File: config.mk
export PLATFORM = sky130hd
export DESIGN_NAME = id_ex_stage_flat
export DESIGN_NICKNAME = d
export VERILOG_FILES = /design/src/rtl/pipe_pkg.sv /design/src/rtl/id_ex_stage_if.sv /design/src/rtl/id_ex_stage_load_use_detect.sv /design/src/rtl/id_ex_stage.sv /design/src/flat_wrapper.sv
export SDC_FILE = /design/constraint.sdc
export NUM_CORES = 1
export LEC_CHECK = 0
export CORE_AREA = 2 2 260 262
export DETAILED_ROUTE_END_ITERATION = 10
export DIE_AREA = 0 0 262 264
export GPL_ROUTABILITY_DRIVEN = 0
export PLACE_DENSITY_LB_ADDON = 0.1
export REMOVE_ABC_BUFFERS = 1
export SKIP_LAST_GASP = 1
export SLEW_MARGIN = 20
export SYNTH_ARGS = -nofsm -noshare
export SYNTH_HDL_FRONTEND = slang
export SYNTH_HIERARCHICAL = 1
export SYNTH_SLANG_ARGS = --single-unit
File: constraint.sdc
create_clock -name clk -period 7.2 [get_ports clk]
set_input_delay 1.44 -clock clk [delete_from_list [all_inputs] [get_ports clk]]
set_output_delay 1.44 -clock clk [all_outputs]
set_load 0.005 [all_outputs]
File: src/rtl/pipe_pkg.sv
// Shared types and constants for the ID/EX pipeline register of the RV64 core.
package pipe_pkg;

  localparam int XLEN     = 64;
  localparam int ALU_OP_W = 4;

  // addi x0, x0, 0 -- canonical RISC-V no-op placed in EX for every bubble
  localparam logic [31:0] NOP_INST = 32'h0000_0013;

  typedef enum logic [ALU_OP_W-1:0] {
    ALU_ADD  = 4'd0,
    ALU_SUB  = 4'd1,
    ALU_AND  = 4'd2,
    ALU_OR   = 4'd3,
    ALU_XOR  = 4'd4,
    ALU_SLL  = 4'd5,
    ALU_SRL  = 4'd6,
    ALU_SRA  = 4'd7,
    ALU_SLT  = 4'd8,
    ALU_SLTU = 4'd9
  } alu_op_e;

  // Everything the EX stage needs about one instruction
  typedef struct packed {
    logic                valid;
    logic [XLEN-1:0]     pc;
    logic [31:0]         inst;
    logic [4:0]          rs1;
    logic [4:0]          rs2;
    logic                use_rs1;
    logic                use_rs2;
    logic [4:0]          rd;
    logic                we;
    logic                mem_read;
    logic                mem_write;
    logic [ALU_OP_W-1:0] alu_op;
    logic [XLEN-1:0]     imm;
    logic [XLEN-1:0]     rs1_data;
    logic [XLEN-1:0]     rs2_data;
  } id_ex_t;

  // Bubble contents: nothing valid, no side effects, a NOP word for tracing
  function automatic id_ex_t bubble_entry();
    id_ex_t b;
    b      = '0;
    b.inst = NOP_INST;
    return b;
  endfunction

endpackage

File: src/rtl/id_ex_stage_if.sv
// Bus between the decode side (master) and the ID/EX register (slave).
interface id_ex_stage_if import pipe_pkg::*; #(
  parameter int CNT_W = 32
) ();

  logic                id_valid;
  logic [XLEN-1:0]     id_pc;
  logic [31:0]         id_inst;
  logic [4:0]          id_rs1;
  logic [4:0]          id_rs2;
  logic                id_use_rs1;
  logic                id_use_rs2;
  logic [4:0]          id_rd;
  logic                id_we;
  logic                id_mem_read;
  logic                id_mem_write;
  logic [ALU_OP_W-1:0] id_alu_op;
  logic [XLEN-1:0]     id_imm;
  logic [XLEN-1:0]     id_rs1_data;
  logic [XLEN-1:0]     id_rs2_data;
  logic                flush_i;
  logic                mem_stall_i;

  logic                ex_valid;
  logic [XLEN-1:0]     ex_pc;
  logic [31:0]         ex_inst;
  logic [4:0]          ex_rs1;
  logic [4:0]          ex_rs2;
  logic                ex_use_rs1;
  logic                ex_use_rs2;
  logic [4:0]          ex_rd;
  logic                ex_we;
  logic                ex_mem_read;
  logic                ex_mem_write;
  logic [ALU_OP_W-1:0] ex_alu_op;
  logic [XLEN-1:0]     ex_imm;
  logic [XLEN-1:0]     ex_rs1_data;
  logic [XLEN-1:0]     ex_rs2_data;
  logic                stall_o;
  logic [CNT_W-1:0]    bubble_cnt;

  modport master (
    output id_valid, id_pc, id_inst, id_rs1, id_rs2, id_use_rs1, id_use_rs2,
           id_rd, id_we, id_mem_read, id_mem_write, id_alu_op, id_imm,
           id_rs1_data, id_rs2_data, flush_i, mem_stall_i,
    input  ex_valid, ex_pc, ex_inst, ex_rs1, ex_rs2, ex_use_rs1, ex_use_rs2,
           ex_rd, ex_we, ex_mem_read, ex_mem_write, ex_alu_op, ex_imm,
           ex_rs1_data, ex_rs2_data, stall_o, bubble_cnt
  );

  modport slave (
    input  id_valid, id_pc, id_inst, id_rs1, id_rs2, id_use_rs1, id_use_rs2,
           id_rd, id_we, id_mem_read, id_mem_write, id_alu_op, id_imm,
           id_rs1_data, id_rs2_data, flush_i, mem_stall_i,
    output ex_valid, ex_pc, ex_inst, ex_rs1, ex_rs2, ex_use_rs1, ex_use_rs2,
           ex_rd, ex_we, ex_mem_read, ex_mem_write, ex_alu_op, ex_imm,
           ex_rs1_data, ex_rs2_data, stall_o, bubble_cnt
  );

endinterface

File: src/rtl/id_ex_stage_load_use_detect.sv
// Load-use hazard detector: a load sitting in EX whose result the ID
// instruction needs cannot be forwarded in time, so one bubble is required.
module load_use_detect (
  input  logic       ex_valid,
  input  logic       ex_mem_read,
  input  logic [4:0] ex_rd,
  input  logic       id_valid,
  input  logic [4:0] id_rs1,
  input  logic [4:0] id_rs2,
  input  logic       id_use_rs1,
  input  logic       id_use_rs2,
  output logic       hazard
);

  logic rs1_dep;
  logic rs2_dep;

  // x0 loads are excluded: their result is discarded so nothing waits on it
  always_comb begin
    rs1_dep = id_use_rs1 & (id_rs1 == ex_rd);
    rs2_dep = id_use_rs2 & (id_rs2 == ex_rd);
    hazard  = ex_valid & ex_mem_read & (ex_rd != 5'd0) & id_valid & (rs1_dep | rs2_dep);
  end

endmodule

File: src/rtl/id_ex_stage.sv
// ID/EX pipeline register with load-use bubble insertion, EX-redirect flush,
// memory-stall freeze and a saturating count of inserted load-use bubbles.
module id_ex_stage import pipe_pkg::*; #(
  parameter int CNT_W = 32
) (
  input  logic          clk,
  input  logic          rst,
  id_ex_stage_if.slave  bus
);

  logic             hazard;
  id_ex_t           id_entry;
  id_ex_t           ex_d;
  id_ex_t           ex_q;
  logic [CNT_W-1:0] bubble_cnt_d;
  logic [CNT_W-1:0] bubble_cnt_q;

  load_use_detect u_load_use_detect (
    .ex_valid    (ex_q.valid),
    .ex_mem_read (ex_q.mem_read),
    .ex_rd       (ex_q.rd),
    .id_valid    (bus.id_valid),
    .id_rs1      (bus.id_rs1),
    .id_rs2      (bus.id_rs2),
    .id_use_rs1  (bus.id_use_rs1),
    .id_use_rs2  (bus.id_use_rs2),
    .hazard      (hazard)
  );

  // Gather ID fields; side-effect flags are masked so a dead slot cannot write
  always_comb begin
    id_entry           = '0;
    id_entry.valid     = bus.id_valid;
    id_entry.pc        = bus.id_pc;
    id_entry.inst      = bus.id_inst;
    id_entry.rs1       = bus.id_rs1;
    id_entry.rs2       = bus.id_rs2;
    id_entry.use_rs1   = bus.id_use_rs1;
    id_entry.use_rs2   = bus.id_use_rs2;
    id_entry.rd        = bus.id_rd;
    id_entry.we        = bus.id_we & bus.id_valid;
    id_entry.mem_read  = bus.id_mem_read & bus.id_valid;
    id_entry.mem_write = bus.id_mem_write & bus.id_valid;
    id_entry.alu_op    = bus.id_alu_op;
    id_entry.imm       = bus.id_imm;
    id_entry.rs1_data  = bus.id_rs1_data;
    id_entry.rs2_data  = bus.id_rs2_data;
  end

  // Next EX contents: freeze beats flush beats load-use bubble beats advance
  always_comb begin
    ex_d         = ex_q;
    bubble_cnt_d = bubble_cnt_q;
    if (bus.mem_stall_i) begin
      ex_d         = ex_q;
    end else if (bus.flush_i) begin
      ex_d         = bubble_entry();
    end else if (hazard) begin
      ex_d         = bubble_entry();
      if (bubble_cnt_q != {CNT_W{1'b1}}) begin
        bubble_cnt_d = bubble_cnt_q + CNT_W'(1);
      end
    end else begin
      ex_d         = id_entry;
    end
  end

  // Pipeline register and bubble counter, cleared synchronously
  always_ff @(posedge clk) begin
    if (rst) begin
      ex_q         <= bubble_entry();
      bubble_cnt_q <= '0;
    end else begin
      ex_q         <= ex_d;
      bubble_cnt_q <= bubble_cnt_d;
    end
  end

  // A flushed instruction never needs its operand, so it must not stall fetch
  assign bus.stall_o = bus.mem_stall_i | (hazard & ~bus.flush_i);

  assign bus.ex_valid     = ex_q.valid;
  assign bus.ex_pc        = ex_q.pc;
  assign bus.ex_inst      = ex_q.inst;
  assign bus.ex_rs1       = ex_q.rs1;
  assign bus.ex_rs2       = ex_q.rs2;
  assign bus.ex_use_rs1   = ex_q.use_rs1;
  assign bus.ex_use_rs2   = ex_q.use_rs2;
  assign bus.ex_rd        = ex_q.rd;
  assign bus.ex_we        = ex_q.we;
  assign bus.ex_mem_read  = ex_q.mem_read;
  assign bus.ex_mem_write = ex_q.mem_write;
  assign bus.ex_alu_op    = ex_q.alu_op;
  assign bus.ex_imm       = ex_q.imm;
  assign bus.ex_rs1_data  = ex_q.rs1_data;
  assign bus.ex_rs2_data  = ex_q.rs2_data;
  assign bus.bubble_cnt   = bubble_cnt_q;

endmodule

File: src/flat_wrapper.sv
// flat-port wrapper written by rule: the top's interface ports become plain ports
module id_ex_stage_flat import pipe_pkg::*;
#(
  parameter int CNT_W = 32
)
  (clk, rst, bus_id_valid, bus_id_pc, bus_id_inst, bus_id_rs1, bus_id_rs2, bus_id_use_rs1, bus_id_use_rs2, bus_id_rd, bus_id_we, bus_id_mem_read, bus_id_mem_write, bus_id_alu_op, bus_id_imm, bus_id_rs1_data, bus_id_rs2_data, bus_flush_i, bus_mem_stall_i, bus_ex_valid, bus_ex_pc, bus_ex_inst, bus_ex_rs1, bus_ex_rs2, bus_ex_use_rs1, bus_ex_use_rs2, bus_ex_rd, bus_ex_we, bus_ex_mem_read, bus_ex_mem_write, bus_ex_alu_op, bus_ex_imm, bus_ex_rs1_data, bus_ex_rs2_data, bus_stall_o, bus_bubble_cnt);
  id_ex_stage_if #(.CNT_W(CNT_W)) bus_i ();
  input  logic clk;
  input  logic rst;
  input wire logic [$bits(bus_i.id_valid)-1:0] bus_id_valid;
  input wire logic [$bits(bus_i.id_pc)-1:0] bus_id_pc;
  input wire logic [$bits(bus_i.id_inst)-1:0] bus_id_inst;
  input wire logic [$bits(bus_i.id_rs1)-1:0] bus_id_rs1;
  input wire logic [$bits(bus_i.id_rs2)-1:0] bus_id_rs2;
  input wire logic [$bits(bus_i.id_use_rs1)-1:0] bus_id_use_rs1;
  input wire logic [$bits(bus_i.id_use_rs2)-1:0] bus_id_use_rs2;
  input wire logic [$bits(bus_i.id_rd)-1:0] bus_id_rd;
  input wire logic [$bits(bus_i.id_we)-1:0] bus_id_we;
  input wire logic [$bits(bus_i.id_mem_read)-1:0] bus_id_mem_read;
  input wire logic [$bits(bus_i.id_mem_write)-1:0] bus_id_mem_write;
  input wire logic [$bits(bus_i.id_alu_op)-1:0] bus_id_alu_op;
  input wire logic [$bits(bus_i.id_imm)-1:0] bus_id_imm;
  input wire logic [$bits(bus_i.id_rs1_data)-1:0] bus_id_rs1_data;
  input wire logic [$bits(bus_i.id_rs2_data)-1:0] bus_id_rs2_data;
  input wire logic [$bits(bus_i.flush_i)-1:0] bus_flush_i;
  input wire logic [$bits(bus_i.mem_stall_i)-1:0] bus_mem_stall_i;
  output wire logic [$bits(bus_i.ex_valid)-1:0] bus_ex_valid;
  output wire logic [$bits(bus_i.ex_pc)-1:0] bus_ex_pc;
  output wire logic [$bits(bus_i.ex_inst)-1:0] bus_ex_inst;
  output wire logic [$bits(bus_i.ex_rs1)-1:0] bus_ex_rs1;
  output wire logic [$bits(bus_i.ex_rs2)-1:0] bus_ex_rs2;
  output wire logic [$bits(bus_i.ex_use_rs1)-1:0] bus_ex_use_rs1;
  output wire logic [$bits(bus_i.ex_use_rs2)-1:0] bus_ex_use_rs2;
  output wire logic [$bits(bus_i.ex_rd)-1:0] bus_ex_rd;
  output wire logic [$bits(bus_i.ex_we)-1:0] bus_ex_we;
  output wire logic [$bits(bus_i.ex_mem_read)-1:0] bus_ex_mem_read;
  output wire logic [$bits(bus_i.ex_mem_write)-1:0] bus_ex_mem_write;
  output wire logic [$bits(bus_i.ex_alu_op)-1:0] bus_ex_alu_op;
  output wire logic [$bits(bus_i.ex_imm)-1:0] bus_ex_imm;
  output wire logic [$bits(bus_i.ex_rs1_data)-1:0] bus_ex_rs1_data;
  output wire logic [$bits(bus_i.ex_rs2_data)-1:0] bus_ex_rs2_data;
  output wire logic [$bits(bus_i.stall_o)-1:0] bus_stall_o;
  output wire logic [$bits(bus_i.bubble_cnt)-1:0] bus_bubble_cnt;
  assign bus_i.id_valid = bus_id_valid;
  assign bus_i.id_pc = bus_id_pc;
  assign bus_i.id_inst = bus_id_inst;
  assign bus_i.id_rs1 = bus_id_rs1;
  assign bus_i.id_rs2 = bus_id_rs2;
  assign bus_i.id_use_rs1 = bus_id_use_rs1;
  assign bus_i.id_use_rs2 = bus_id_use_rs2;
  assign bus_i.id_rd = bus_id_rd;
  assign bus_i.id_we = bus_id_we;
  assign bus_i.id_mem_read = bus_id_mem_read;
  assign bus_i.id_mem_write = bus_id_mem_write;
  assign bus_i.id_alu_op = bus_id_alu_op;
  assign bus_i.id_imm = bus_id_imm;
  assign bus_i.id_rs1_data = bus_id_rs1_data;
  assign bus_i.id_rs2_data = bus_id_rs2_data;
  assign bus_i.flush_i = bus_flush_i;
  assign bus_i.mem_stall_i = bus_mem_stall_i;
  assign bus_ex_valid = bus_i.ex_valid;
  assign bus_ex_pc = bus_i.ex_pc;
  assign bus_ex_inst = bus_i.ex_inst;
  assign bus_ex_rs1 = bus_i.ex_rs1;
  assign bus_ex_rs2 = bus_i.ex_rs2;
  assign bus_ex_use_rs1 = bus_i.ex_use_rs1;
  assign bus_ex_use_rs2 = bus_i.ex_use_rs2;
  assign bus_ex_rd = bus_i.ex_rd;
  assign bus_ex_we = bus_i.ex_we;
  assign bus_ex_mem_read = bus_i.ex_mem_read;
  assign bus_ex_mem_write = bus_i.ex_mem_write;
  assign bus_ex_alu_op = bus_i.ex_alu_op;
  assign bus_ex_imm = bus_i.ex_imm;
  assign bus_ex_rs1_data = bus_i.ex_rs1_data;
  assign bus_ex_rs2_data = bus_i.ex_rs2_data;
  assign bus_stall_o = bus_i.stall_o;
  assign bus_bubble_cnt = bus_i.bubble_cnt;
  id_ex_stage #(.CNT_W(CNT_W)) u_core (.clk(clk), .rst(rst), .bus(bus_i));
endmodule
# After elaboration in Yosys (flattened, before gate mapping)
# Cells that the tools add are included.
[totals]
mem_bits_rw = 0
latchBits = 0
mem_count = 0
register_bits = 345
romBits = 0
elab_cells = 38
[op_classes]
n_div = 0
add_sub_neg = 1
n_bitwise = 14
muxes = 2
reduce_logical = 2
magnitude_cmp = 0
shift = 0
n_mul = 0
eq_ne = 3
[op_table]
columns = ["cell", "count"]
rows = [
  ["two-way mux 313 bit", 2],
  ["adder 32 x 1 -> 32 bit (second input constant)", 1],
  ["inequality test 32 bit (second input constant)", 1],
  ["AND 1 bit", 10],
  ["equality test 5 bit", 2],
  ["nonzero test 5 bit", 1],
  ["AND reduction 4 bit", 1],
  ["inverter 1 bit", 2],
  ["OR 1 bit", 2],
]

# Depth between registers and ports, before layout
[depth]
word_depth = 6
depth_mapped = 10
mapped_depth_nobuf = 9

# Hierarchy
# The synthesis kept the hierarchy.
[modules_own_cells]
columns = ["module", "cells_per_inst", "area_per_inst_um2", "seq_area_each_um2", "n_inst"]
rows = [
  ["id_ex_stage", 1251, 11946.5, 6906.6, 1],
  ["load_use_detect", 17, 131.4, 0.0, 1],
]

# Worst setup path after synthesis
# Ideal clock, no wire load.
[synth_timing]
path_kind = "input port to output port"
start = "input port bus_id_rs1[2]"
end = "output port bus_stall_o"
t_arrival_ps = 2385
slack_ps = 3375
stages = 6
required_time_ps = 5760
path_buffers = 0
path_cell_list = "xor2_1 -> nor4_1 -> nand3_1 -> a21oi_1 -> inv_1 -> o21ai_0"
[synth_via]
elab_chain_len = 6
[synth_lines]
columns = ["element", "line", "text"]
rows = [
  ["from (decl)", "flat_wrapper.sv:13", "input wire logic [$bits(bus_i.id_rs1)-1:0] bus_id_rs1;"],
  ["equality test 5 bit", "id_ex_stage_load_use_detect.sv:20", "rs1_dep = id_use_rs1 & (id_rs1 == ex_rd);"],
  ["AND 1 bit", "id_ex_stage_load_use_detect.sv:20", ""],
  ["OR 1 bit", "id_ex_stage_load_use_detect.sv:22", "hazard = ex_valid & ex_mem_read & (ex_rd != 5'd0) & id_valid & (rs1_dep | rs2_dep);"],
  ["AND 1 bit", "id_ex_stage_load_use_detect.sv:22", ""],
  ["named net u_core.hazard", "id_ex_stage.sv:11", "logic hazard;"],
  ["AND 1 bit", "id_ex_stage.sv:80", "assign bus.stall_o = bus.mem_stall_i | (hazard & ~bus.flush_i);"],
  ["OR 1 bit", "id_ex_stage.sv:80", ""],
  ["to (decl)", "flat_wrapper.sv:42", "output wire logic [$bits(bus_i.stall_o)-1:0] bus_stall_o;"],
]
# The timed path passes the listed nets, and every way through them passes these cells.

# Worst setup path after layout
# Same ends and word-level chain as after synthesis.

==> metrics list <==
- Final hold vios: 0
* Ratio of final minimum period to clock period: 0.721
* Aggregate global routing overflow: 0
* Placed cell count: between 2000 and 3000
* Number of port buffers: roughly 660
* Final-layout fill cell count: 6920
- For this run, the leading register cell type out of synthesis is dfxtp_1.
* Routed wire length: 55.2 mm
- Summed over all instances, the cell type with the most area after synthesis is dfxtp_1.
* Initial antenna violation count: 19
- Worst Hold Depth: 2
* Sw Share: 0.238
- Setup repair after global routing left no endpoint under its margin.
- Max-cap violations: 0
- Clock buffer depth: 3
* Post-Syn Instances: about 1300
* PnR worst setup slack: 2010 ps
- Buffers inserted to repair hold after CTS numbered 0.
* R2r worst-path depth: 8
- Net switching power: 1160 µW
- The worst pin sits at a relative slew slack of 0.235.
* Iteration-0 DRC Markers: 636
* Top achievable clock speed: 193 MHz
- Of the total power, registers draw 0.412.
* Post-Place Setup Slack: around 1900 ps
* Part of the power in the clock network: 0.477
- Detailed routing inserted a total of roughly 12000 vias.
* Placed standard-cell area: roughly 0.019 mm²
- Global-route wire length before repair: between 70 and 80 mm
- Die outline area: between 0.06 and 0.07 mm²
* Share of total power in combinational logic: 0.110
- Most common library cells after synthesis: 345 x dfxtp_1, 328 x nor2_1, 307 x a22oi_1, 104 x clkbuf_1, 19 x a21oi_1
- Number of standard cells in the final layout excluding fillers: 2793
- Final critical-path required period: 5190 ps
* Most common cell in the synthesized netlist: dfxtp_1
- The max-slew violation total from the final report was 0.
- From left edge to right edge, the die measures about 260 µm.
- TritonCTS built the clock tree.
* Source-to-sink clock delay at the later pin of the worst-skew pair: between 500 and 600 ps
- Reg-to-reg startpoint: u_core/bus.ex_rd[2]
- Run status: finished, final reports clean
- Clock-pin slew of the registers on the worst-case setup and hold paths: about 50 ps
* Count of antenna-violating nets left after detailed routing: 0
- Power spread over the standard cell area amounts to between 200 and 250 mW/mm².
* Largest net degree at the start of global routing: between 150 and 200
* Number of vias per cell after detailed routing: 4.31
- From synthesis to final layout, the design area changed by 74.1%.
* Layout Skew: approximately 24 ps
* Floorplan Core Area: between 0.06 and 0.07 mm²
- Across all register-to-register paths, the minimum setup slack is about 3700 ps.
- The worst setup path is of the in -> out kind.
- In this run, CTS created clock tree buffers numbering 46.
- In the final layout, the share of cells above drive strength 1 is 0.0498.
- Synthesis instantiated 46 different standard cells from the library.
- The endpoint identified for the worst register-to-register timing path is u_core/bus.ex_rs2_data[33].
- Row cnt: 95
* DRC violation count after routing: 0
- Yosys top cell area share: 0.572
- Postcts setup bufs: 0
- The startpoint identified for the worst hold timing path is u_core/bus.ex_inst[0].
* Worst EP required: ~5800 ps
- Across the VDD grid, the largest voltage drop is roughly 140 µV.
* Average cell area after synthesis: roughly 9.5 µm²
* Type of destination of the critical path: output pin
* Cell internal power dissipation: 3720 µW
- Power after layout: approximately 4900 µW
* Final Setup Violations: 0
- Final routed wire length divided by cell count: 19.8 µm
* Number of warnings reported in the yosys synthesis log: 6
* Final-layout worst hold slack: ~490 ps
- Sequential area share after synthesis: 0.572
* Post-synth EDFFs: 0
- FF+latch count, synth: ~350
- Number of global-route vias before repair: 12200
- Of all nets on the critical path, the largest fanout is 5.
* Die boundary height: approximately 260 µm
- All-Layer GR Usage: 0.152
* Multi-input logic area: between 0.004 and 0.005 mm²
- Data arrives at the worst endpoint at between 3000 and 4000 ps.
- After the last flow step, the layout net total stands at about 2200.
- The pre-antenna-repair detailed-routing pass consisted of 4 iterations.
- For this configuration, the core starts out at a cell density of 0.181.
* HPWL after detailed placement: 38.6 mm
- For this design the top-level I/O count stands at 663.
* Crit path launch type: input port
- After routing the design area is approximately 0.021 mm².
- At the pin with the least slew margin, the transition time is 1150 ps.
- Summed over all cells, the static leakage comes to about 0.0075 µW.
* Count of cells resized by post-cts repair: 0
* Class of the most critical hold timing path: reg -> reg
- Endpoint of the worst hold path: u_core/bus.ex_inst[0]
* Total clock sinks: about 350
* Root buf cell: clkbuf_16
* CTS H-tree lvls: 2
- For this run, asynchronously set or reset flops after synthesis account for 0.
- By area the synthesized netlist is led by dfxtp_1 57%, a22oi_1 19%, nor2_1 10%, clkbuf_1 3.2%, xor2_1 1.2%.
- The mapped netlist covers 0.0121 mm².
- FF+latch area: between 0.006 and 0.007 mm²
final cells by class:
cell class | count | share of cell area
well taps | 873 | 0.0519
flip-flops and latches | 345 | 0.328
clock buffers | 74 | 0.0679
repair buffers | 670 | 0.320
inverters | 5 | 0.000893
multi-input cells | 805 | 0.224
clock inverters | 9 | 0.00559
diodes | 12 | 0.00143
critical path: stages:
cell	delay, ps
clkdlybuf4s50_1	450
xor2_1	160
nor4_1	330
nand3_1	140
a21oi_1	430
inv_1	70
o21ai_0	190
clkdlybuf4s50_1	530
worst max-delay path by stage:
stage                       start                     end  slack (ps)  depth (start not counted)
global placement    bus_id_rs1[2]             bus_stall_o        1920                          8
finish              bus_id_rs1[2]             bus_stall_o        2010                          8
CTS                 bus_id_rs1[3]             bus_stall_o        1910                          8
floorplan           bus_id_rs1[2]  u_core/bus.ex_mem_read      -11480                          7
global route        bus_id_rs1[2]             bus_stall_o        1800                          8
detailed placement  bus_id_rs1[3]             bus_stall_o        1910                          8
kinds of logic after synthesis:
kind of cell	after synthesis	synth area share
xor gates and xnor gates	19	0.0138
muxes	4	0.00373
buffers and inverters	118	0.0384
AOI/OAI and AO/OA	358	0.219
DFF	345	0.572
and+or+nand+nor	423	0.152
adders and majority gates	1	0.00104
power by group through the flow:
| stage | clock [µW] | sequential (µW) | combinational (µW) |
|---|---|---|---|
| floorplan | 0 | 2060 | 146 |
| global placement | 0 | 2050 | 544 |
| detailed placement | 0 | 2050 | 546 |
| CTS | 2430 | 2010 | 548 |
| global route | 2510 | 2020 | 582 |
| finish | 2330 | 2010 | 537 |
registers in the layout (all words and copies together), names as in the netlist:
signal	flops
u_core/bus.ex_use_rs1	1
u_core/bus.ex_use_rs2	1
u_core/bus.ex_mem_write	1
u_core/bus.ex_we	1
u_core/bus.ex_rd	5
u_core/bus.ex_inst	32
u_core/bus.ex_pc	64
u_core/bus.ex_mem_read	1
u_core/bus.ex_rs2_data	64
u_core/bus.ex_alu_op	4
u_core/bus.bubble_cnt	32
u_core/bus.ex_imm	64
u_core/bus.ex_rs2	5
u_core/bus.ex_valid	1
u_core/bus.ex_rs1	5
u_core/bus.ex_rs1_data	64
placed cells by master (no fill, tap or decap), types with 6 or more instances in the layout:
cell               n
clkdlybuf4s50_1  660
dfxtp_1          345
nor2_1           328
a22oi_1          307
clkbuf_16         47
a21oi_1           19
xor2_1            16
clkbuf_8          15
nand2_1           13
nand3_1           13
diode_2           12
clkbuf_1          12
or4_1             12
nand4_1           11
or3_1              9
o31ai_1            9
o21ai_0            7
buf_4              6
metrics by stage:
stage | utilization | TNS [ps]
4_1_cts | 0.315 | 0
2_1_floorplan | - | -3379530
6_report | 0.316 | 0
5_1_grt | 0.316 | 0
3_3_place_gp | 0.292 | 0
3_5_place_dp | 0.292 | 0
routing by layer:
layer | vias to the layer above | GRT usage | part of all wire
met5 | - | 0 | 0.00098
met4 | 8 | 0.0606 | 0.031
met3 | 96 | 0.0669 | 0.097
met2 | 406 | 0.261 | 0.50
met1 | 5727 | 0.162 | 0.37
li1 | 5797 | - | -
(Power assumes the default switching activity.)
